File: src/rtl/time_set_controller.sv
// Time-of-day set controller: 1 Hz tick prescaler in RUN, and a button-driven
// hours/minutes/seconds edit sequence issuing BCD load strobes to the counter chain.
module time_set_controller #(
  parameter int unsigned CLK_DIV = 100_000_000
) (
  input  logic        clock,
  input  logic        reset,
  input  logic        mode_btn,
  input  logic        up_btn,
  input  logic        down_btn,
  input  logic [23:0] cur_time,
  output logic        sec_tick,
  output logic        load_sec,
  output logic        load_min,
  output logic        load_hr,
  output logic [7:0]  new_value,
  output logic [2:0]  edit_field,
  output logic [23:0] display_data
);

  localparam int unsigned        CNT_W   = (CLK_DIV > 1) ? $clog2(CLK_DIV) : 1;
  localparam logic [CNT_W-1:0]   CNT_MAX = CNT_W'(CLK_DIV - 1);

  typedef enum logic [1:0] {RUN, SET_HR, SET_MIN, SET_SEC} state_e;

  state_e           state_q;
  logic [CNT_W-1:0] cnt_q;
  logic [7:0]       edit_value_q;
  logic [7:0]       new_value_q;
  logic [2:0]       edit_field_q;
  logic             sec_tick_q, load_sec_q, load_min_q, load_hr_q;
  logic             mode_q, up_q, down_q;

  logic             mode_edge, up_edge, down_edge, adj_en;
  logic [7:0]       field_max, edit_d;

  function automatic logic [7:0] bcd_inc(input logic [7:0] v, input logic [7:0] max);
    if (v == max)            return 8'h00;
    else if (v[3:0] == 4'h9) return {v[7:4] + 4'h1, 4'h0};
    else                     return {v[7:4], v[3:0] + 4'h1};
  endfunction

  function automatic logic [7:0] bcd_dec(input logic [7:0] v, input logic [7:0] max);
    if (v == 8'h00)          return max;
    else if (v[3:0] == 4'h0) return {v[7:4] - 4'h1, 4'h9};
    else                     return {v[7:4], v[3:0] - 4'h1};
  endfunction

  always_comb begin
    mode_edge = mode_btn & ~mode_q;
    up_edge   = up_btn   & ~up_q;
    down_edge = down_btn & ~down_q;
    // Simultaneous up and down cancel; a mode edge overrides both in the FSM.
    adj_en    = up_edge ^ down_edge;
    field_max = (state_q == SET_HR) ? 8'h23 : 8'h59;
    edit_d    = up_edge ? bcd_inc(edit_value_q, field_max)
                        : bcd_dec(edit_value_q, field_max);
  end

  always_ff @(posedge clock) begin
    if (reset) begin
      state_q      <= RUN;
      cnt_q        <= '0;
      edit_value_q <= '0;
      new_value_q  <= '0;
      edit_field_q <= '0;
      sec_tick_q   <= 1'b0;
      load_sec_q   <= 1'b0;
      load_min_q   <= 1'b0;
      load_hr_q    <= 1'b0;
      mode_q       <= 1'b0;
      up_q         <= 1'b0;
      down_q       <= 1'b0;
    end else begin
      mode_q     <= mode_btn;
      up_q       <= up_btn;
      down_q     <= down_btn;
      sec_tick_q <= 1'b0;
      load_sec_q <= 1'b0;
      load_min_q <= 1'b0;
      load_hr_q  <= 1'b0;
      case (state_q)
        RUN: begin
          if (mode_edge) begin
            state_q      <= SET_HR;
            edit_value_q <= cur_time[23:16];
            edit_field_q <= 3'b100;
            cnt_q        <= '0;
          end else if (cnt_q == CNT_MAX) begin
            cnt_q      <= '0;
            sec_tick_q <= 1'b1;
          end else begin
            cnt_q <= cnt_q + CNT_W'(1);
          end
        end
        SET_HR: begin
          if (mode_edge) begin
            state_q      <= SET_MIN;
            load_hr_q    <= 1'b1;
            new_value_q  <= edit_value_q;
            edit_value_q <= cur_time[15:8];
            edit_field_q <= 3'b010;
          end else if (adj_en) begin
            edit_value_q <= edit_d;
          end
        end
        SET_MIN: begin
          if (mode_edge) begin
            state_q      <= SET_SEC;
            load_min_q   <= 1'b1;
            new_value_q  <= edit_value_q;
            edit_value_q <= cur_time[7:0];
            edit_field_q <= 3'b001;
          end else if (adj_en) begin
            edit_value_q <= edit_d;
          end
        end
        SET_SEC: begin
          if (mode_edge) begin
            state_q      <= RUN;
            load_sec_q   <= 1'b1;
            new_value_q  <= edit_value_q;
            edit_field_q <= 3'b000;
            cnt_q        <= '0;
          end else if (adj_en) begin
            edit_value_q <= edit_d;
          end
        end
        default: state_q <= RUN;
      endcase
    end
  end

  always_comb begin
    display_data = cur_time;
    case (state_q)
      SET_HR:  display_data[23:16] = edit_value_q;
      SET_MIN: display_data[15:8]  = edit_value_q;
      SET_SEC: display_data[7:0]   = edit_value_q;
      default: display_data        = cur_time;
    endcase
  end

  assign sec_tick   = sec_tick_q;
  assign load_sec   = load_sec_q;
  assign load_min   = load_min_q;
  assign load_hr    = load_hr_q;
  assign new_value  = new_value_q;
  assign edit_field = edit_field_q;

endmodule

File: config.mk
export PLATFORM = sky130hd
export DESIGN_NAME = time_set_controller
export DESIGN_NICKNAME = d
export VERILOG_FILES = /design/src/rtl/time_set_controller.sv
export SDC_FILE = /design/constraint.sdc
export NUM_CORES = 1
export LEC_CHECK = 0
export CORE_ASPECT_RATIO = 0.5
export CORE_UTILIZATION = 46
export DETAILED_ROUTE_END_ITERATION = 16
export GPL_TIMING_DRIVEN = 0
export PLACE_DENSITY = 0.75
export REMOVE_ABC_BUFFERS = 1
export SLEW_MARGIN = 10
export SYNTH_ARGS = -nofsm -noshare
export SYNTH_HDL_FRONTEND = slang
export SYNTH_SLANG_ARGS = --single-unit
File: constraint.sdc
create_clock -name clock -period 3 [get_ports clock]
set_input_delay 0.3 -clock clock [delete_from_list [all_inputs] [get_ports clock]]
set_output_delay 0.3 -clock clock [all_outputs]
set_load 0.05 [all_outputs]
==> results.ini <==
[floorplanning]
ios = 68
initial_core_util = 0.486
chipHeight_um = 65.0
dieArea_um2 = 8320
die_w_um = 128
core_area_um2 = 7510
num_rows = 22

[synth]
synth_area_leaders = dfxtp_1, o21ai_0, mux2_2
synth_top_cell_area_share = 0.301
synth-edff-count = 0
seq_area_frac_synth = 0.301
synthFlopType = dfxtp_1
syn-cell-area_um2 = 3650
ys_ff_latch = 55
synthCells = 478
ys_warn_count = 0
synth.distinct_cells = 57
synth_top_cell_by_area = dfxtp_1
syn_area_per_cell_um2 = 7.64
async_reset_ff_frac = 0

[clock_tree]
cts_hold_buf = 0
h-tree-depth = 2
cts_tree = built
cts_buffers = 5
clk_transition_reported_paths_ns = 0.07
clk_latency_ns = 0.30
cts_sinks = 55
clock_path_buffers = 2
ctsRootBufferMaster = clkbuf_16

[timing]
fmax_mhz = 361
finalHoldViolations = 0
finalMaxSlewViolations = 0
rsz0062_at_grt = false
relSlewSlack = 0.189
min_period_over_period = 0.922
finalWorstSetupSlack_ns = 0.233
setup_viol = 0
skew_ns = 0.00731
fin_crit_ns = 2.77
worst_pin_slew_ns = 1.21
hold_slack_ns = 0.461
setup_tns_ns = 0

[routing]
drc = 0
drt_iter0_markers = 271
wl_um = 9910
avgViaCountPerCell = 6.02
avgRoutedWirePerCell_um = 15.7
dr.pass1.iters = 5
vias = 3806
antenna_left = 0

[place]
post-place-ws_ns = -0.752
port_buffers = 67
gp_congestion = 0.917
dp_cells = 618
dpl_cell_area_um2 = 4310
dp_hpwl_um = 6620

[power]
total_leakage_power_nw = 1.61
power.switching_mw = 0.789
power_mw = 2.23
irDropWorstVdd_mv = 0.252
cellPowerDensity_nw_per_um2 = 489
p_clk_frac = 0.303
p_seq_frac = 0.370
power_report.internal_total_mw = 1.44
swShare = 0.355
combPwrFrac = 0.327

[setup_path]
startpoint_type = input port
critPathBufInv = 1
end_kind = register
cp_cell_sequence = clkdlybuf4s50_1 > nor2b_1 > nand2_1 > o21ai_0 > nor2_1 > a221o_1
worstSetupPathType = input port to register
required_ns = 3.19
crit_family = simple AND/OR/NAND/NOR gates
cpMaxStageDelayCell = nor2b_1
cp_max_fo = 15
critPathArrivalTime_ns = 2.96
slowest_delay_ns = 0.96

[cells_and_area]
nets = 562
final_util = 0.606
drive_above_1_share = 0.0916
post-route-cell-area_um2 = 4550
area_growth_pct = 24.7
fin_cells = 632
diodes = 0

[global_route]
grt_pass1_wl_um = 16300
track_usage = 0.244
grt_antenna_before_repair = 0
grt_max_degree = 42
grt.overflow.total = 0
grt_pass1_vias = 3322

[min_path]
hold_path_class = register to register

[job]
drv_cap = 0

[run_status]
status = finished clean

-- logic make-up after synthesis --
logic type	share of synthesized area
AO/OA/AOI/OAI	0.271
multiplexers	0.0785
XOR/XNOR	0.00959
flip-flops	0.301
buffers and inverters	0.0555
adder cells (fa/ha/maj)	0.0343
AND/OR/NAND/NOR	0.250
-- cell usage in the layout (no fill, tap or decap), drive strengths merged, types with 7 or more instances in the layout --
cell type	netlist	final
a21o	7	7
a21oi	35	35
a31oi	12	12
clkdlybuf4s50	0	66
dfxtp	55	55
ha	10	10
inv	15	16
mux2	21	21
nand2	46	46
nand2b	7	7
nand3	24	24
nor2	33	33
nor2b	7	7
nor3	15	16
nor4	13	13
o21ai	55	55
o22ai	7	7
-- routing by layer --
metal | GRT usage | wire length (um)
met4 | 0.0618 | 82
met3 | 0.0446 | 613
met1 | 0.330 | 4530
met5 | 0 | 0
met2 | 0.400 | 4680
-- synth_stat cells, types with 10 or more instances --
cell type and number:
nor2_1 33, nor4_1 10, a21oi_1 35, o21ai_0 55, dfxtp_1 55, inv_1 14
nand2_1 46, ha_1 10, mux2_2 21, nor3_1 14, clkbuf_1 25, a31oi_1 12
nand3_1 24
-- cell type report --
| type | count | area (um2) |
|---|---|---|
| Fill cell | 691 | 2960 |
| Multi-Input combinational cell | 374 | 2380 |
| Sequential cell | 55 | 1100 |
| Timing Repair Buffer | 72 | 716 |
| Tap cell | 108 | 135 |
| Clock buffer | 6 | 129 |
| Inverter | 15 | 56.3 |
| Clock inverter | 2 | 38.8 |
-- repair_timing --
action | 4_1_cts | 5_1_grt
setup buffers | 5 | 0
cloned | 1 | 0
resized for setup | 1 | 5
pin swaps | 2 | 0
setup endpoints to repair | 21 | 33
hold endpoints to repair | 0 | 0
-- worst paths after layout --
check	start	to	slack, ns	cells after the start
max	mode_btn	cnt_q[24]$_SDFFE_PP0P_	0.23	6
min reg2reg	edit_field[1]$_SDFFE_PP0P_	edit_field[1]$_SDFFE_PP0P_	0.46	1
max reg2reg	edit_value_q[1]$_SDFFE_PP0P_	edit_value_q[1]$_SDFFE_PP0P_	0.38	8
min	edit_field[1]$_SDFFE_PP0P_	edit_field[1]$_SDFFE_PP0P_	0.46	1
-- worst register-to-register path: cells and delay by family (launching register included) --
family          cells  cell delay, ns
compound gates      2            0.45
fa+ha+maj           1            0.24
buf+inv             1            0.19
flops               1            0.44
simple gates        4            1.21
-- power by group through the flow --
stage,Combinational (mW),Clock (mW),Sequential (mW)
5_1_grt,0.783,0.717,0.829
4_1_cts,0.719,0.684,0.821
2_1_floorplan,0.468,0,0.837
3_5_place_dp,0.696,0,0.838
6_report,0.728,0.675,0.823
3_3_place_gp,0.694,0,0.838
-- flip-flops by register name (all words and copies together), names as in the netlist --
signal,flops
cnt_q,27
edit_value_q,8
new_value,8
edit_field,3
state_q,2
down_q,1
load_hr,1
load_min,1
load_sec,1
mode_q,1
sec_tick,1
up_q,1
No activity file was read; power rests on OpenSTA's default activity.
